$ cat src/rtl/adder_chunk.sv
// rtl/adder_chunk.sv - combinational N-bit adder slice with carry in/out
module adder_chunk #(
    parameter int N = 8
) (
    input  logic [N-1:0] a,
    input  logic [N-1:0] b,
    input  logic         ci,
    output logic [N-1:0] s,
    output logic         co
);

    assign {co, s} = {1'b0, a} + {1'b0, b} + {{N{1'b0}}, ci};

endmodule

$ cat src/rtl/pipelined_adder.sv
// rtl/pipelined_adder.sv - carry-pipelined add/sub unit with valid/ready handshake
module pipelined_adder #(
    parameter int WIDTH  = 32,
    parameter int STAGES = 4
) (
    input  logic             clk,
    input  logic             rst_n,
    input  logic             in_valid,
    output logic             in_ready,
    input  logic [WIDTH-1:0] a,
    input  logic [WIDTH-1:0] b,
    input  logic             cin,
    input  logic             sub,
    output logic             out_valid,
    input  logic             out_ready,
    output logic [WIDTH-1:0] sum,
    output logic             cout,
    output logic             ovf
);

    localparam int CHUNK = WIDTH / STAGES;
    localparam int LAST  = STAGES - 1;

    if (WIDTH % STAGES != 0) begin : g_width_check
        $fatal(1, "pipelined_adder: WIDTH must be a multiple of STAGES");
    end

    logic             stall;
    logic [WIDTH-1:0] a_q [STAGES];
    logic [WIDTH-1:0] b_q [STAGES];
    logic [WIDTH-1:0] s_q [STAGES];
    logic             c_q [STAGES];
    logic             v_q [STAGES];
    logic             ovf_q;

    logic [WIDTH-1:0] a_in    [STAGES];
    logic [WIDTH-1:0] b_in    [STAGES];
    logic [WIDTH-1:0] s_in    [STAGES];
    logic             c_in    [STAGES];
    logic             v_in    [STAGES];
    logic [CHUNK-1:0] op_a    [STAGES];
    logic [CHUNK-1:0] op_b    [STAGES];
    logic [CHUNK-1:0] chunk_s [STAGES];
    logic             chunk_c [STAGES];
    logic [WIDTH-1:0] s_d     [STAGES];
    logic             ovf_d;

    assign out_valid = v_q[LAST];
    assign stall     = out_valid & ~out_ready;
    assign in_ready  = ~stall;
    assign sum       = s_q[LAST];
    assign cout      = c_q[LAST];
    assign ovf       = ovf_q;

    // Stage 0 works on the port operands; later stages on the previous stage's registers.
    always_comb begin
        a_in[0] = a;
        b_in[0] = sub ? ~b : b;
        s_in[0] = '0;
        c_in[0] = sub ? 1'b1 : cin;
        v_in[0] = in_valid;
        for (int k = 1; k < STAGES; k++) begin
            a_in[k] = a_q[k-1];
            b_in[k] = b_q[k-1];
            s_in[k] = s_q[k-1];
            c_in[k] = c_q[k-1];
            v_in[k] = v_q[k-1];
        end
        for (int k = 0; k < STAGES; k++) begin
            op_a[k] = a_in[k][k*CHUNK +: CHUNK];
            op_b[k] = b_in[k][k*CHUNK +: CHUNK];
        end
    end

    for (genvar g = 0; g < STAGES; g++) begin : g_chunk
        adder_chunk #(.N(CHUNK)) u_chunk (
            .a  (op_a[g]),
            .b  (op_b[g]),
            .ci (c_in[g]),
            .s  (chunk_s[g]),
            .co (chunk_c[g])
        );
    end

    always_comb begin
        for (int k = 0; k < STAGES; k++) begin
            s_d[k] = s_in[k];
            s_d[k][k*CHUNK +: CHUNK] = chunk_s[k];
        end
        ovf_d = (a_in[LAST][WIDTH-1] == b_in[LAST][WIDTH-1]) &&
                (s_d[LAST][WIDTH-1] != a_in[LAST][WIDTH-1]);
    end

    // Data registers load only behind a valid beat so the outputs hold across bubbles.
    always_ff @(posedge clk or negedge rst_n) begin
        if (!rst_n) begin
            for (int k = 0; k < STAGES; k++) begin
                v_q[k] <= 1'b0;
                c_q[k] <= 1'b0;
                a_q[k] <= '0;
                b_q[k] <= '0;
                s_q[k] <= '0;
            end
            ovf_q <= 1'b0;
        end else if (!stall) begin
            for (int k = 0; k < STAGES; k++) begin
                v_q[k] <= v_in[k];
                if (v_in[k]) begin
                    a_q[k] <= a_in[k];
                    b_q[k] <= b_in[k];
                    s_q[k] <= s_d[k];
                    c_q[k] <= chunk_c[k];
                end
            end
            if (v_in[LAST]) begin
                ovf_q <= ovf_d;
            end
        end
    end

endmodule

$ cat config.mk
export PLATFORM = sky130hd
export DESIGN_NAME = pipelined_adder
export DESIGN_NICKNAME = d
export VERILOG_FILES = /design/src/rtl/adder_chunk.sv /design/src/rtl/pipelined_adder.sv
export SDC_FILE = /design/constraint.sdc
export NUM_CORES = 1
export LEC_CHECK = 0
export BUFFER_PORTS_ARGS = -buffer_cell sky130_fd_sc_hd__buf_4
export CAP_MARGIN = 10
export CORE_UTILIZATION = 60
export CTS_CLUSTER_SIZE = 16
export DETAILED_ROUTE_END_ITERATION = 12
export GPL_ROUTABILITY_DRIVEN = 0
export PLACE_DENSITY = 0.85
export SYNTH_ARGS = -nofsm -noshare
export SYNTH_HDL_FRONTEND = slang
export SYNTH_SLANG_ARGS = --single-unit
export TNS_END_PERCENT = 5
$ cat constraint.sdc
create_clock -name clk -period 5.5 [get_ports clk]
set_input_delay 0.275 -clock clk [delete_from_list [all_inputs] [get_ports clk]]
set_output_delay 0.275 -clock clk [all_outputs]
set_load 0.01 [all_outputs]
Word-level counts from Yosys, hierarchy flattened
Index checks and enable logic that the tools add are counted.
{"block": "word_totals", "inputBits": 70, "ff_bits": 281, "wordCells": 40}
{"block": "op_classes", "n_bitwise": 4, "n_addsub": 8, "n_eq_ne": 2, "muxes": 2, "n_reduce_logical": 5}
{"cell": "adder 8 x 8 -> 9 bit", "n": 4}
{"cell": "adder 9 x 1 -> 9 bit", "n": 4}
{"cell": "two-way mux 32 bit", "n": 1}
{"cell": "NOT 32 bit", "n": 1}
{"cell": "AND reduction 2 bit", "n": 4}
{"cell": "NOT 1 bit", "n": 2}
{"cell": "bitwise AND 1 bit", "n": 1}
{"cell": "== test 1 bit", "n": 1}
{"cell": "logical AND 1 bit", "n": 1}
{"cell": "two-way mux 1 bit", "n": 1}
{"cell": "inequality test 1 bit", "n": 1}

Longest topological paths before layout
Gate-level depths: netlist (run 1).
{"block": "depth", "ltp_word": 4, "depth_mapped": 11, "ltp_nobuf": 9}

Modules after synthesis
Synthesis (run 1) repeated with hierarchy kept, for this count alone.
{"block": "hier_totals", "cells_unflattened": 630, "hier_area_um2": 8525.7}
{"module": "pipelined_adder", "seq_area_each_um2": 4629.4, "instances": 1, "area_per_inst_um2": 7199.4, "cells_each": 466}
{"module": "adder_chunk (g_chunk[0].u_chunk ...)", "seq_area_each_um2": 0.0, "instances": 2, "area_per_inst_um2": 331.6, "cells_each": 40}
{"module": "adder_chunk (g_chunk[2].u_chunk ...)", "seq_area_each_um2": 0.0, "instances": 2, "area_per_inst_um2": 331.6, "cells_each": 42}

Least setup slack after synthesis (run 1)
Ideal clock, no wire load.
{"block": "synth_timing", "kind": "input port to flip-flop", "from": "input port sub", "to": "register s_q, in the netlist s_d[70]", "t_arrival_ns": 2.257, "n_path_buf": 2, "setup_slack_ns": 3.116, "cell_stages": 11, "cell_sequence": "buf_2 -> buf_2 -> or2_2 -> fa_1 -> inv_1 -> fa_1 -> nor2b_1 -> o31ai_2 -> nand2b_1 -> a211oi_1 -> o31ai_1"}
{"block": "synth_via", "elab_chain_cells": 3, "word_cells_on_any_way": 4}
{"element": "start, declared", "line": "pipelined_adder.sv:13", "source": "input logic sub,"}
{"element": "two-way mux 32 bit", "line": "pipelined_adder.sv:58", "source": "b_in[0] = sub ? ~b : b;"}
{"element": "adder 8 x 8 -> 9 bit", "line": "adder_chunk.sv:12", "source": "assign {co, s} = {1'b0, a} + {1'b0, b} + {{N{1'b0}}, ci};"}
{"element": "adder 9 x 1 -> 9 bit *", "line": "adder_chunk.sv:12"}
{"element": "end signal, assigned by index", "line": "pipelined_adder.sv:111", "source": "s_q[k] <= s_d[k];"}
{"element": "end, declared", "line": "pipelined_adder.sv:31", "source": "logic [WIDTH-1:0] s_q [STAGES];"}
Every way passes the cells marked *; elsewhere a longest branch is shown, timed or not.
A chain may end at the register's enable or synchronous reset.

Final worst setup path (run 1)
{"block": "layout_timing", "from": "register v_q, in the netlist out_valid", "to": "register a_q, in the netlist a_in[74]"}
{"block": "layout_via", "elab_chain_cells": 3}
{"element": "start, declared", "line": "pipelined_adder.sv:33", "source": "logic v_q [STAGES];"}
{"element": "start signal, assigned by index", "line": "pipelined_adder.sv:107", "source": "v_q[k] <= v_in[k];"}
{"element": "bitwise AND 1 bit", "line": "pipelined_adder.sv:49", "source": "assign stall = out_valid & ~out_ready;"}
{"element": "NOT 1 bit (no source line)"}
{"element": "AND reduction 2 bit (no source line)"}
{"element": "end signal, assigned by index", "line": "pipelined_adder.sv:109", "source": "a_q[k] <= a_in[k];"}
{"element": "end, declared", "line": "pipelined_adder.sv:29", "source": "logic [WIDTH-1:0] a_q [STAGES];"}
No other way between the ends.

==> run_results.csv, run 1 <==
group,metric,value,unit
sta,relSlewSlack,0.243,
run,maxCapViolCount,0,
grt,gr-usage-met3,0.0561,
setup_path,start_kind,"flop",
synthesis,synthTopCellsByCount,"dfrtp_1, mux2_2, o21ai_0",
grt,gr-max-usage-layer,"met2",
setup_path,crit_slowest_cell,"nand2_2",
sta,final.setup_skew,0.00785,ns
synthesis,synth_top_area_share,0.546,
place,placed_cell_area,9320,um2
synthesis,synth_top_cell_by_area,"dfrtp_1",
grt,grt_max_degree,82,
setup_path,cp_cell_sequence,"nand2b_1 -> nand2_2 -> buf_4 -> mux2_2",
sta,whs,0.0689,ns
clock_network,cts_hold_buf,1,
synthesis,synthTopCellsByArea,"dfrtp_1, mux2_2, mux2_4",
clock_network,path_clk_slew,0.07,ns
synthesis,yosysUniqueCellTypes,36,
power,ir_drop,0.264,mV
finish,drive_above_1_share,0.357,
setup_path,arrival,2.77,ns
power,leakagePower,4.65,nW
sta,finalMaxSlewViolations,0,
floorplanning,die_w,121,um
finish,seq_area,4630,um2
outcome,outcome,"finished with violations",
clock_network,post_cts_buffers,0,
grt,gr-usage-met2,0.426,
synthesis,synthesis.nets,761,
floorplanning,core_area,13800,um2
sta,finalSetupViolCount,0,
sta,tightest_slew,1.13,ns
synthesis,ys_seq_area_frac,0.546,
sta,fin_ws,3.04,ns
synthesis,async_flop_share,1.00,
clock_network,cts.sinks,185,
sta,post-route-min-period,2.46,ns
setup_path,max_stage_delay,0.71,ns
finish,area_growth,17.5,%
floorplanning,ios,106,
floorplanning,row_count,43,
grt,antenna_found_initial,0,
clock_network,cts_max_level,4,
place,io_buffers,105,
clock_network,root_buffer,"clkbuf_16",
drt,post-route-drc-count,2,
place,dpl.cell_count,914,
sta,max_freq,0.407,GHz
power,power.density,605,nW/um2
clock_network,clk_latency,0.44,ns
finish,nFillCells,909,
setup_path,crit_fanout,46,
drt,drt_wl_total,16500,um
drt,vias,5288,
grt,grt_pass1_wl,28000,um
grt,grt_use_total,0.252,
synthesis,synth_edf_count,0,
synthesis,synth_most_common_cell,"dfrtp_1",
hold_path,min_path_type,"in -> reg",
grt,grt_pass1_vias,5634,
place,place_hpwl,10900,um
floorplanning,dieArea,14600,um2
outcome,violations,"design-rule violations",
drt,vias_per_cell,5.58,
setup_path,cp-end-kind,"flop",
place,pre_cts_slack,2.85,ns
sta,hold_viol,0,
sta,fin_tns_setup,0,ns
clock_network,numCtsBuffers,17,
finish,fin_area,9960,um2
grt,grt_use_met1,0.312,
clock_network,cts_tree,"built",
finish,finalNonFillerCells,947,
synthesis,synth_seq_cells,185,
synthesis,netlist_area,8470,um2
grt,overflow,0,
synthesis,synthFlopType,"dfrtp_1",
drt,drt_iter0_drc,300,
sta,timing.final.crit_share,0.447,
synthesis,ys_warn_count,0,
floorplanning,die_h,121,um
finish,diodes,0,
floorplanning,initial_core_util,0.613,
synthesis,avgSynthCellArea,12.9,um2
setup_path,critical_path_class,"reg -> reg",
synthesis,postSynthCellCount,655,
sta,rsz0062_at_grt,"no",
clock_network,postCtsResizedCells,0,
clock_network,cts_buffer_depth,2,
drt,wl_per_cell,17.4,um
finish,multiInputGateArea,3590,um2
finish,finalNetCount,860,
drt,dr.pass1.iters,8,
setup_path,worstPathRequired,5.82,ns
drt,ant_nets,0,
[final timing paths]
kind	slack, ns	to	cells after the start	startpoint
max	3.04	a_in[74]	4	out_valid
min	0.07	a_in[79]	2	a[15]
max reg2reg	3.04	a_in[74]	4	out_valid
min reg2reg	0.48	b_in[93]	2	b_in[93]
max in group asynchronous	3.80	b_in[74]	3	rst_n
min in group asynchronous	0.35	b_in[57]	2	rst_n
[cell usage in the layout, fill, tap and decap left out, types with 7 or more instances in the layout]
master     count
dfrtp_1      185
buf_4        108
mux2_2       100
o21ai_0       58
nand2_1       57
xor2_1        28
ha_1          28
mux2_4        26
xnor2_1       25
a21oi_1       19
clkbuf_16     17
inv_1         13
nor2_1        13
nor3_1        10
fa_1           8
nand2b_1       7
[worst max-delay path, delay by kind of cell, from the launching register on]
family	cells	cell delay [ns]
buffers and inverters	1	0.53
DFF	1	0.34
muxes	1	0.39
and+or+nand+nor	2	1.04
[final cells by class]
type,instances,area share
Multi-Input combinational cell,427,0.361
Sequential cell,185,0.465
Clock inverter,11,0.0170
Inverter,13,0.00490
Clock buffer,21,0.0462
Tap cell,180,0.0226
Timing Repair Buffer,110,0.0836
[cells by family after synthesis]
kind of cell | count (synthesis) | synth area share
mux | 126 | 0.179
xor+xnor | 53 | 0.0548
flops | 185 | 0.546
buf+inv | 43 | 0.0297
simple gates | 100 | 0.0511
compound gates | 112 | 0.0787
fa+ha+maj | 36 | 0.0603
[routing by layer]
| metal | up-vias | routed length, um |
|---|---|---|
| met5 | - | 0 |
| met4 | 0 | 378 |
| met3 | 31 | 647 |
| met2 | 120 | 8580 |
| met1 | 2665 | 6890 |
| li1 | 2472 | - |
[sequential cells by signal, indices dropped and copies added (netlist names)]
| name | cells |
|---|---|
| a_in | 48 |
| b_in | 48 |
| s_d | 48 |
| sum | 32 |
| c_in | 3 |
| v_in | 3 |
| cout | 1 |
| out_valid | 1 |
| ovf | 1 |
[metrics by stage]
| stage | util | power [mW] |
|---|---|---|
| after floorplan | - | 4.05 |
| after detailed placement | 0.674 | 4.70 |
| after global placement | 0.674 | 4.53 |
| after CTS | 0.720 | 6.06 |
| after global routing | 0.720 | 6.43 |
| final | 0.720 | 6.02 |
[where the power goes]
| part | switching [mW] | internal (mW) | total (mW) |
|---|---|---|---|
| Clock | 0.512 | 0.784 | 1.30 |
| Sequential | 0.366 | 1.97 | 2.34 |
| Combinational | 1.13 | 1.26 | 2.39 |
No activity file was read; power rests on OpenSTA's default activity.
==> run 2: changes to the inputs <==
--- a/config.mk
+++ b/config.mk
@@ -7,11 +7,11 @@
 export LEC_CHECK = 0
 export BUFFER_PORTS_ARGS = -buffer_cell sky130_fd_sc_hd__buf_4
 export CAP_MARGIN = 10
-export CORE_UTILIZATION = 60
+export CORE_UTILIZATION = 52
 export CTS_CLUSTER_SIZE = 16
 export DETAILED_ROUTE_END_ITERATION = 12
 export GPL_ROUTABILITY_DRIVEN = 0
-export PLACE_DENSITY = 0.85
+export PLACE_DENSITY = 0.79
 export SYNTH_ARGS = -nofsm -noshare
 export SYNTH_HDL_FRONTEND = slang
 export SYNTH_SLANG_ARGS = --single-unit
==> constraint.sdc (replaced) <==
create_clock -name clk -period 2.2 [get_ports clk]
set_input_delay 0.11 -clock clk [delete_from_list [all_inputs] [get_ports clk]]
set_output_delay 0.11 -clock clk [all_outputs]
set_load 0.01 [all_outputs]
==> run 2 against run 1 <==
The run now ends clean; largest power group unchanged; sequential power increased to 2.5 times the previous value; register-to-register slack got worse by 3.0 ns; flip-flop and latch count unchanged; utilization down 4.8 points; count of clock-buffer cells in the layout shrank 1; clock skew down 0.0014 ns; cell count grew 11%; die area increased by 15%; power grew to 2.5 times the previous value.
==> run_results.csv, run 2 (synthesized netlist as in run 1, its figures left out) <==
group,metric,value,unit
setup_path,reg2reg_slack,0.08,ns
drt,vias_per_cell,5.27,
floorplanning,core_area,15900,um2
floorplanning,ios,106,
hold_path,min_to,"b_in[80]",
power,combPwrFrac,0.411,
floorplanning,die_w,130,um
setup_path,max_stage_delay,0.43,ns
hold_path,holdPathStages,3,
setup_path,worstPathRequired,2.51,ns
clock_network,root_buffer,"clkbuf_16",
power,power.density,1430,nW/um2
clock_network,cts_tree,"built",
drt,drt_wl_total,17200,um
grt,grt_pass1_vias,5888,
drt,vias,5522,
drt,post-route-drc-count,0,
finish,finalNonFillerCells,1047,
drt,dr.pass1.iters,4,
finish,finalNetCount,924,
sta,max_freq,0.473,GHz
setup_path,arrival,2.42,ns
finish,final_util,0.672,
sta,rsz0062_at_grt,"yes",
clock_network,clk_latency,0.43,ns
drt,ant_nets,0,
floorplanning,row_count,46,
power,swShare,0.333,
grt,antenna_found_initial,0,
setup_path,crit_slowest_cell,"fa_2",
finish,final_cell_mix,"dfrtp_1, buf_4, mux2_2, o21ai_0, nand2_1",
power,ir_drop,0.665,mV
sta,post-route-min-period,2.12,ns
power,p_clk_frac,0.205,
grt,grt_max_degree,69,
grt,grt_use_total,0.220,
clock_network,cts_buffer_depth,2,
sta,tightest_slew,0.670,ns
finish,drive_above_1_share,0.365,
place,place_hpwl,11600,um
finish,layout_commonest_cell,"dfrtp_1",
sta,finalMaxSlewViolations,0,
grt,overflow,0,
hold_path,holdCritStartpoint,"b[16]",
hold_path,min_path_type,"in -> reg",
sta,fin_tns_setup,0,ns
clock_network,cts_max_level,4,
place,dpl.cell_count,966,
setup_path,start_kind,"flop",
floorplanning,initial_core_util,0.533,
power,seq_power_share,0.384,
clock_network,numCtsBuffers,17,
power,intPower,10.1,mW
setup_path,reg2reg_depth,8,
place,io_buffers,105,
sta,relSlewSlack,0.553,
finish,diodes,0,
floorplanning,die_h,130,um
power,p_sw,5.08,mW
sta,finalSetupViolCount,0,
finish,area_growth,26.0,%
sta,final.setup_skew,0.00647,ns
run,maxCapViolCount,0,
drt,drt_iter0_drc,327,
setup_path,cp-end-kind,"flop",
setup_path,r2r-end,"c_in[1]",
drt,wl_per_cell,16.5,um
setup_path,cp_cell_sequence,"fa_2 -> inv_1 -> fa_1 -> nor2b_1 -> o31ai_2 -> a21oi_1 -> o2111ai_1 -> nand3_1",
power,leakagePower,4.94,nW
setup_path,timing.rr.start,"a_in[72]",
clock_network,path_clk_slew,0.06,ns
floorplanning,dieArea,16800,um2
outcome,outcome,"completed",
sta,hold_viol,0,
setup_path,crit_fanout,3,
grt,grt_pass1_wl,28200,um
clock_network,cts.sinks,185,
setup_path,critical_path_class,"reg -> reg",
power,finalPower,15.2,mW
finish,nFillCells,1119,
sta,timing.final.crit_share,0.962,
==> run 2: cell types whose count changed in the layout (fill, tap and decap cells not counted), moves of 2 or more <==
cell	delta
dlygate4sd3_1	+47
a211oi_1	-2
buf_12	+5
a21oi_2	+4
a211oi_2	+2
a21oi_1	-4
clkinv_2	+2
fa_1	-5
buf_4	+12
fa_2	+5
==> run 2: layout make-up <==
class,count,area (um2),area share
inverters,13,48.8,0.00457
well taps,216,270,0.0253
multi-input cells,427,3630,0.340
flip-flops and latches,185,4630,0.434
clock inverters,12,149,0.0139
repair buffers,174,1490,0.140
clock buffers,20,457,0.0428
==> run 2: power groups by stage <==
| stage | Clock [mW] | Combinational [mW] | Sequential, mW |
|---|---|---|---|
| 6_report | 3.12 | 6.26 | 5.85 |
| 5_1_grt | 3.31 | 6.91 | 6.02 |
| 4_1_cts | 3.16 | 6.17 | 5.85 |
| 3_5_place_dp | 0 | 6.03 | 5.90 |
| 3_3_place_gp | 0 | 5.76 | 5.80 |
| 2_1_floorplan | 0 | 4.38 | 5.73 |
==> run 2: stage by stage <==
stage / hold slack (ns) / setup WS, ns / instance area (um2)
after global placement: 0.160 / 0.0399 / 9540
after detailed placement: 0.159 / -0.0235 / 9540
after CTS: 0.0129 / 0.00937 / 10600
after floorplan: -0.186 / 0.00707 / 8470
after global routing: 0.0352 / -0.0386 / 10700
final: 0.0274 / 0.0844 / 10700
==> run 2: metal layers <==
metal | global-route usage | share of wire | up-vias | wire (um)
met5 | 0 | 0 | - | 0
met4 | 0.0814 | 0.018 | 0 | 318
met3 | 0.0421 | 0.032 | 28 | 555
met2 | 0.385 | 0.51 | 117 | 8820
met1 | 0.270 | 0.44 | 2777 | 7540
li1 | - | - | 2600 | -
==> run 2: worst max-delay path, delay by kind of cell (launching register included) <==
kind / cells / cell delay [ns]
adder cells (fa/ha/maj): 2 / 0.64
AND/OR/NAND/NOR: 2 / 0.18
AO/OA/AOI/OAI: 3 / 0.68
flip-flops: 1 / 0.40
buffers and inverters: 1 / 0.09
==> run 2: worst max-delay path by stage <==
| stage | from | endpoint | slack (ns) | cells after the start |
|---|---|---|---|---|
| after detailed placement | a_in[48] | s_d[22] | -0.02 | 7 |
| after floorplan | sub | s_d[70] | 0.007 | 11 |
| after global placement | a_in[48] | s_d[22] | 0.04 | 7 |
| after global routing | a_in[72] | c_in[1] | -0.04 | 8 |
| after CTS | a_in[48] | s_d[22] | 0.009 | 7 |
| final | a_in[72] | c_in[1] | 0.08 | 8 |
==> run 2: repair_timing <==
| item | CTS | global route |
|---|---|---|
| pin swaps | 1 | 2 |
| hold buffers | 48 | 0 |
| setup endpoints to repair | 2 | 12 |
| gates resized for setup | 2 | 9 |
| endpoints found under the hold margin | 110 | 0 |
| buffers inserted | 0 | 1 |
==> run 3: changes to the inputs <==
--- a/config.mk
+++ b/config.mk
@@ -12,6 +12,7 @@
 export DETAILED_ROUTE_END_ITERATION = 12
 export GPL_ROUTABILITY_DRIVEN = 0
 export PLACE_DENSITY = 0.79
+export RECOVER_POWER = 100
 export SYNTH_ARGS = -nofsm -noshare
 export SYNTH_HDL_FRONTEND = slang
 export SYNTH_SLANG_ARGS = --single-unit
==> run 3 against run 2 <==
The run now ends with max-capacitance violations, max-slew violations left; power is 2.4% lower; largest cell class unchanged; cell count unchanged; count of clock-buffer cells in the layout unchanged; wire length grew 0.19%; sequential share of layout area rose by 0.82 points; global-route usage did not move; hold slack got worse by 0.013 ns; setup slack got worse by 0.00052 ns; clock power about the same.
==> run_results.csv, run 3 (synthesized netlist as in run 1, its figures left out) <==
group,metric,value,unit
outcome,outcome,"finished with violations",
outcome,violations,"max-capacitance violations, max-slew violations",
setup_path,reg2reg_depth,8,
clock_network,numCtsBuffers,17,
finish,diodes,0,
drt,ant_nets,0,
floorplanning,dieArea,16800,um2
finish,multiInputGateArea,3590,um2
grt,grt_max_degree,69,
place,place_hpwl,11600,um
sta,timing.final.crit_share,0.962,
run,maxCapViolCount,1,
drt,wl_per_cell,16.5,um
clock_network,cts_buffer_depth,2,
finish,area_growth,23.7,%
setup_path,cp-end-kind,"flop",
sta,final.setup_skew,0.00753,ns
setup_path,arrival,2.42,ns
setup_path,r2r-end,"c_in[1]",
setup_path,crit_fanout,3,
sta,max_freq,0.473,GHz
sta,post-route-min-period,2.12,ns
clock_network,cts.sinks,185,
clock_network,root_buffer,"clkbuf_16",
place,pre_cts_slack,-0.0235,ns
hold_path,holdCritStartpoint,"b[16]",
finish,nFillCells,1180,
setup_path,critical_path.startpoint,"a_in[72]",
grt,overflow,0,
sta,finalMaxSlewViolations,68,
grt,gr-usage-met2,0.385,
clock_network,path_clk_slew,0.06,ns
grt,grt_pass1_vias,5888,
clock_network,cts_tree,"built",
grt,grt_use_met1,0.270,
power,power.density,1420,nW/um2
floorplanning,initial_core_util,0.533,
power,leakagePower,4.76,nW
power,ir_drop,0.662,mV
finish,layout_commonest_cell,"dfrtp_1",
grt,gr-usage-met3,0.0421,
finish,final_cell_mix,"dfrtp_1, mux2_2, buf_4, nand2_1, o21ai_0",
hold_path,holdPathStages,3,
clock_network,cts_max_level,4,
floorplanning,core_area,15900,um2
drt,drt_iter0_drc,317,
drt,dr.pass1.iters,4,
finish,seq_area,4630,um2
place,io_buffers,105,
finish,fin_area,10500,um2
setup_path,critical_path_class,"reg -> reg",
place,dpl.cell_count,966,
drt,vias_per_cell,5.28,
setup_path,worstPathRequired,2.51,ns
clock_network,clk_latency,0.43,ns
place,placed_cell_area,9540,um2
sta,fin_ws,0.0839,ns
setup_path,start_kind,"flop",
floorplanning,die_h,130,um
drt,vias,5528,
drt,post-route-drc-count,0,
hold_path,min_to,"b_in[80]",
finish,finalNetCount,924,
finish,finalNonFillerCells,1047,
sta,fin_tns_setup,0,ns
sta,whs,0.0143,ns
floorplanning,die_w,130,um
sta,hold_viol,0,
grt,grt_use_total,0.220,
sta,tightest_slew,1.75,ns
floorplanning,ios,106,
sta,finalSetupViolCount,0,
grt,grt_pass1_wl,28200,um
grt,antenna_found_initial,0,
sta,relSlewSlack,-0.163,
floorplanning,row_count,46,
hold_path,min_path_type,"in -> reg",
setup_path,timing.rr.start,"a_in[72]",
drt,drt_wl_total,17300,um
setup_path,reg2reg_slack,0.08,ns
grt,gr-max-usage-layer,"met2",
finish,drive_above_1_share,0.308,
sta,rsz0062_at_grt,"yes",
-- run 3: changes by cell type in the layout (fill, tap and decap cells not counted), moves of 3 or more --
cell	before	now
buf_4	120	77
clkbuf_4	0	3
mux2_4	26	17
clkbuf_1	1	38
mux2_1	0	9
clkbuf_2	0	3
-- run 3: where the power goes --
group | switching (mW) | internal (mW) | total, mW
registers | 0.906 | 4.93 | 5.84
clock network | 1.27 | 1.84 | 3.11
logic | 2.87 | 3.04 | 5.91
-- run 3: area by class of cell --
cell class,count,area share
clock inverter,12,0.0142
timing repair buffer,174,0.127
tap,216,0.0258
multi-input combinational,427,0.343
clock buffer,20,0.0436
sequential,185,0.442
inverter,13,0.00466
-- run 3: worst max-delay path by stage --
stage	to	slack, ns	depth (start not counted)
final	c_in[1]	0.08	8
after detailed placement	s_d[22]	-0.02	7
after floorplan	s_d[70]	0.007	11
after global routing	c_in[1]	-0.04	8
after global placement	s_d[22]	0.04	7
after CTS	s_d[22]	0.009	7
-- run 3: through the flow --
stage | utilization | total power [mW]
3_5_place_dp | 0.601 | 11.9
2_1_floorplan | - | 10.1
5_1_grt | 0.660 | 15.9
4_1_cts | 0.670 | 15.2
6_report | 0.660 | 14.9
3_3_place_gp | 0.601 | 11.6
-- run 3: what timing repair did --
item / 4_1_cts / 5_1_grt
setup endpoints to repair: 2 / 12
setup buffers: 0 / 1
pin swaps: 1 / 2
hold endpoints to repair: 110 / 0
hold buffers: 48 / 0
gates resized for setup: 2 / 9
-- run 3: worst max-delay path, stage by stage (launching register included) --
cell,delay [ns]
dfrtp_1,0.40
fa_2,0.42
inv_1,0.09
fa_1,0.22
nor2b_1,0.08
o31ai_2,0.32
a21oi_1,0.14
o2111ai_1,0.23
nand3_1,0.10
-- run 3: layer usage --
| layer | share of wire | up-vias |
|---|---|---|
| li1 | - | 2603 |
| met1 | 0.43 | 2768 |
| met2 | 0.51 | 131 |
| met3 | 0.035 | 26 |
| met4 | 0.018 | 0 |
| met5 | 0 | - |
